--- src/rtl/debug_tx_scheduler_pkg.sv ---
// Shared constants for the debug transmit path.
package debug_tx_scheduler_pkg;

    // Byte width of the debug UART.
    localparam int UART_BITS_DEF = 8;

endpackage

--- src/rtl/debug_tx_scheduler_rr_arbiter.sv ---
// Round-robin selector: the first active request after last_served wins.
module rr_arbiter #(
    parameter int N_REQ = 2,
    parameter int IDX_W = $clog2(N_REQ)
) (
    input  logic [N_REQ-1:0] req,
    input  logic [IDX_W-1:0] last_served,
    output logic [N_REQ-1:0] grant,
    output logic [IDX_W-1:0] idx
);

    logic             found;
    logic [IDX_W-1:0] cand;

    // Walk the requesters starting one past the last one served and stop at the first request.
    always_comb begin
        grant = '0;
        idx   = '0;
        found = 1'b0;
        cand  = '0;
        for (int i = 1; i <= N_REQ; i++) begin
            cand = IDX_W'((int'(last_served) + i) % N_REQ);
            if (!found && req[cand]) begin
                found       = 1'b1;
                grant[cand] = 1'b1;
                idx         = cand;
            end
        end
    end

endmodule

--- src/rtl/debug_tx_scheduler.sv ---
// Arbitrates requester words and sends each one to a byte UART, LSB byte first.
module debug_tx_scheduler
    import debug_tx_scheduler_pkg::*;
#(
    parameter int UART_BITS = UART_BITS_DEF,
    parameter int WORD_BITS = 32,
    parameter int N_REQ     = 2
) (
    input  logic                       clk,
    input  logic                       rst,
    input  logic [N_REQ-1:0]           i_req,
    input  logic [N_REQ*WORD_BITS-1:0] i_data,
    output logic [N_REQ-1:0]           o_grant,
    output logic                       o_tx_start,
    output logic [UART_BITS-1:0]       o_tx_data,
    input  logic                       i_tx_done,
    output logic                       o_word_done,
    output logic                       o_busy
);

    localparam int NBYTES = WORD_BITS / UART_BITS;
    localparam int CNT_W  = (NBYTES > 1) ? $clog2(NBYTES) : 1;
    localparam int IDX_W  = $clog2(N_REQ);

    typedef enum logic [1:0] {
        IDLE  = 2'd0,
        START = 2'd1,
        WAIT  = 2'd2,
        DONE  = 2'd3
    } state_e;

    state_e                               state_q, state_d;
    logic [CNT_W-1:0]                     byte_cnt_q, byte_cnt_d;
    logic [WORD_BITS-1:0]                 word_q, word_d;
    logic [IDX_W-1:0]                     last_q, last_d;
    logic [N_REQ-1:0]                     arb_grant;
    logic [IDX_W-1:0]                     arb_idx;
    logic [N_REQ-1:0][WORD_BITS-1:0]      data_arr;
    logic [NBYTES-1:0][UART_BITS-1:0]     word_bytes;

    assign data_arr   = i_data;
    assign word_bytes = word_q;

    rr_arbiter #(
        .N_REQ (N_REQ),
        .IDX_W (IDX_W)
    ) u_arb (
        .req         (i_req),
        .last_served (last_q),
        .grant       (arb_grant),
        .idx         (arb_idx)
    );

    // Next-state and pulse outputs; a word is captured only at grant so later data changes are harmless.
    always_comb begin
        state_d     = state_q;
        byte_cnt_d  = byte_cnt_q;
        word_d      = word_q;
        last_d      = last_q;
        o_grant     = '0;
        o_tx_start  = 1'b0;
        o_word_done = 1'b0;
        case (state_q)
            IDLE: begin
                if (|i_req) begin
                    o_grant    = arb_grant;
                    word_d     = data_arr[arb_idx];
                    last_d     = arb_idx;
                    byte_cnt_d = '0;
                    state_d    = START;
                end
            end
            START: begin
                o_tx_start = 1'b1;
                state_d    = WAIT;
            end
            WAIT: begin
                if (i_tx_done) begin
                    if (byte_cnt_q == CNT_W'(NBYTES - 1)) begin
                        state_d = DONE;
                    end else begin
                        byte_cnt_d = byte_cnt_q + CNT_W'(1);
                        state_d    = START;
                    end
                end
            end
            DONE: begin
                o_word_done = 1'b1;
                state_d     = IDLE;
            end
            default: state_d = IDLE;
        endcase
        // Keep every pulse quiet while reset is asserted, even before the state flop clears.
        if (rst) begin
            o_grant     = '0;
            o_tx_start  = 1'b0;
            o_word_done = 1'b0;
        end
    end

    // The current byte is shown only while it is being sent, so it stays fixed from START through WAIT.
    always_comb begin
        o_tx_data = '0;
        if (!rst && (state_q == START || state_q == WAIT)) begin
            o_tx_data = word_bytes[byte_cnt_q];
        end
    end

    assign o_busy = !rst && (state_q != IDLE);

    // State registers; reset leaves requester 0 as the first to be served.
    always_ff @(posedge clk) begin
        if (rst) begin
            state_q    <= IDLE;
            byte_cnt_q <= '0;
            word_q     <= '0;
            last_q     <= IDX_W'(N_REQ - 1);
        end else begin
            state_q    <= state_d;
            byte_cnt_q <= byte_cnt_d;
            word_q     <= word_d;
            last_q     <= last_d;
        end
    end

endmodule
--- config.mk ---
export PLATFORM = sky130hd
export DESIGN_NAME = debug_tx_scheduler
export DESIGN_NICKNAME = d
export VERILOG_FILES = /design/src/rtl/debug_tx_scheduler_pkg.sv /design/src/rtl/debug_tx_scheduler_rr_arbiter.sv /design/src/rtl/debug_tx_scheduler.sv
export SDC_FILE = /design/constraint.sdc
export NUM_CORES = 1
export LEC_CHECK = 0
export ABC_AREA = 1
export BUFFER_PORTS_ARGS = -buffer_cell sky130_fd_sc_hd__buf_4
export CORE_ASPECT_RATIO = 1.2
export CORE_MARGIN = 2
export CORE_UTILIZATION = 40
export DETAILED_ROUTE_END_ITERATION = 8
export HOLD_SLACK_MARGIN = 0.1
export PLACE_DENSITY_LB_ADDON = 0.05
export SLEW_MARGIN = 30
export SYNTH_ARGS = -nofsm -noshare
export SYNTH_HDL_FRONTEND = slang
export SYNTH_SLANG_ARGS = --single-unit
--- constraint.sdc ---
create_clock -name clk -period 3.3 [get_ports clk]
set_clock_uncertainty 0.05 [all_clocks]
set_input_delay 0.825 -clock clk [delete_from_list [all_inputs] [get_ports clk]]
set_output_delay 0.825 -clock clk [all_outputs]
set_load 0.01 [all_outputs]
==> run summary <==
## Finish
* 0.370 — layout cell share with drive strength beyond 1
* 647 — number of filler cells placed in the layout
* 3200 sq um — cell area after layout
* 507 — net count reported at finish
* 1310 sq um — area used by multi-input combinational logic
* 741 sq um — flip-flop and latch area
* 0 — antenna diode count
* 25.4% — signed area change from the synthesized netlist to the final layout

## Pwr
* 472 nW/um^2 — PwrDens
* 0.000251 V — worst-case vdd ir drop
* 1.52 nW — cell leakage power
* 1.51 mW — Power Total

## STA
* 0.463 ns — Hold Worst Slack
* 0.739 ns — slew at the pin closest to its max-slew limit
* 0 — Max Transition Viols Final
* 0.601 ns — setup slack after layout
* 0.507 — slew margin rel.
* 0.818 — final period utilization
* 0 — endpoints failing hold
* no — unrepaired setup endpoints after global routing
* 370 MHz — Achievable Freq
* 0 — number of setup violations in the final report
* 2.70 ns — time the worst path needs with I/O delays and setup
* 0 ns — setup TNS after final layout

## Setup path
* 8 — cells on worst reg2reg path
* register to primary output — crit path kind
* 19 — worst-path fanout max
* register — type of origin of the critical path
* primary output — kind of capture point of the worst setup path
* 1.82 ns — critical path arrival
* 2.42 ns — Critical Path RT

## Clock tree
* 0.27 ns — latest clock arrival within the worst-skew pair
* 0 — Hold-fix buffers, CTS
* 2 — H-tree level count
* 0 — number of setup buffers added after CTS
* 0.07 ns — clock-pin transition on the worst setup and hold timing paths
* 0 — post-cts gate resize count
* clkbuf_8 — CTS Root Cell
* 5 — Inserted Clock Buffers
* 37 — clk sink count
* yes — clock tree from TritonCTS
* 2 — clock tree buffer depth

## Synthesis
* 7.02 sq um — syn avg cell area
* 439 — synthesized net count
* 364 — post-synthesis instance total
* 25 — number of distinct library cell variants in the gate-level netlist after synthesis
* 0 — number of warnings reported in the yosys synthesis log
* 37 — flip-flop and latch count after synthesis
* 2550 sq um — post-synthesis cell area
* 0.290 — fraction of the yosys area taken by sequential cells

## GRT
* 9.26 mm — wire length of the first global-routing pass
* 0.160 — overall fraction of global-route tracks in use
* 0 — total global routing overflow
* 2079 — number of global-route vias before repair
* 0 — initial antenna violation count
* 66 — pin count of the biggest net entering global routing

## Die
* 31 — floorplan row count
* 7040 sq um — DIE AREA
* 82 — number of placed I/O pins
* 76.9 microns — Die X
* 6090 sq um — floorplan core area
* 0.419 — initial cell density of the core
* 91.5 microns — Die Height

## Drt
* 2371 — via count
* 10.9 microns — post-detailed-route wirelength per cell
* 94 — Initial DRC Count
* 4 — 1st-pass router iterations
* 0 — final routed DRC violation total
* 0 — Final ANT Viol Nets
* 4.60 — average vias per placed instance
* 5.61 mm — DRT Wirelength

## Worst hold path
* 2 — instance count along the most critical hold path
* register to register — path type of the worst min-delay path

## Placement
* 3090 sq um — Placed Area
* 81 — input/output buffers
* 4.08 mm — HPWL Detailed
* 0.767 — Routability Congestion
* 0.599 ns — pre-CTS setup slack

## Status
* finished, final reports clean — outcome

## Run
* 0 — MaxCap Viol Count

-- cell type report --
type                            count  area share
Clock buffer                        7      0.0270
Clock inverter                      1     0.00938
Inverter                           79      0.0942
Multi-Input combinational cell    226       0.408
Sequential cell                    37       0.231
Tap cell                           82      0.0320
Timing Repair Buffer               83       0.199
-- cells by family (layout without fill, tap and decap cells) --
kind of cell / Yosys count / count (layout) / synth area share
buffers and inverters: 101 / 170 / 0.205
flip-flops: 37 / 37 / 0.290
AND/OR/NAND/NOR: 92 / 92 / 0.140
AO/OA/AOI/OAI: 128 / 128 / 0.336
adder cells (fa/ha/maj): 6 / 6 / 0.0294
-- metal layers --
layer | wire length (microns) | vias to the layer above | track usage
li1 | - | 1278 | -
met1 | 2540 | 1024 | 0.206
met2 | 2700 | 67 | 0.266
met3 | 347 | 2 | 0.0408
met4 | 31 | 0 | 0.0424
met5 | 0 | - | 0
-- metrics by stage --
step | utilization | std cells
finish | 0.526 | 515
CTS | 0.526 | 515
global placement | 0.507 | 507
global route | 0.526 | 515
floorplan | - | 364
detailed placement | 0.507 | 507
-- path summary, 6_finish.rpt --
check | slack [ns] | from | to
worst max-delay path | 0.60 | byte_cnt_q[0]$_SDFFE_PP0P_ | o_tx_data[6]
worst min-delay path | 0.46 | state_q[1]$_SDFFE_PP0P_ | state_q[1]$_SDFFE_PP0P_
worst max register to register | 1.50 | state_q[1]$_SDFFE_PP0P_ | word_bytes[10]$_SDFFE_PP0P_
worst min register to register | 0.46 | state_q[1]$_SDFFE_PP0P_ | state_q[1]$_SDFFE_PP0P_
-- flip-flops by register name (all words and copies together) (netlist names) --
signal,cells
last_q,1
byte_cnt_q,2
word_bytes,32
state_q,2
-- power by group --
group          internal, mW  switching [mW]  total [mW]
registers             0.527          0.0519       0.579
clock network         0.246           0.148       0.394
logic                 0.228           0.309       0.538
total                  1.00           0.509        1.51
-- synthesized netlist by cell type --
cell type  number  area (sq um)
a21oi_1        20           100
a21oi_2        25           219
buf_12          4          80.1
buf_2           7          35.0
buf_4           2          15.0
buf_6           4          45.0
buf_8           1          15.0
clkbuf_2        2          10.0
clkbuf_4        1          7.51
clkbuf_8        1          13.8
clkinv_1       18          67.6
dfxtp_1        37           741
ha_1            6          75.1
inv_1          48           180
inv_2          12          45.0
inv_6           1          8.76
nand2_1        45           169
nand3_1         3          15.0
nand4_1         3          18.8
nor2_1         40           150
nor3_1          1          5.00
o211ai_1        1          7.51
o21ai_0        32           160
o21ai_1        18          90.1
o21ai_2        32           280
-- worst max-delay path, stage by stage, from the launching register on --
cell,delay [ns]
dfxtp_1,0.72
inv_2,0.26
o21ai_0,0.29
a21oi_1,0.12
buf_4,0.16
-- placed cells by master, fill, tap and decap left out, drive strengths merged --
cell,instances
clkinv,18
clkbuf,7
dfxtp,37
nor2,40
a21oi,45
bufinv,1
ha,6
nand4,3
inv,61
nand2,45
o211ai,1
o21ai,82
buf,83
nor3,1
nand3,3
Note: power is estimated with default switching activity, not from simulation.
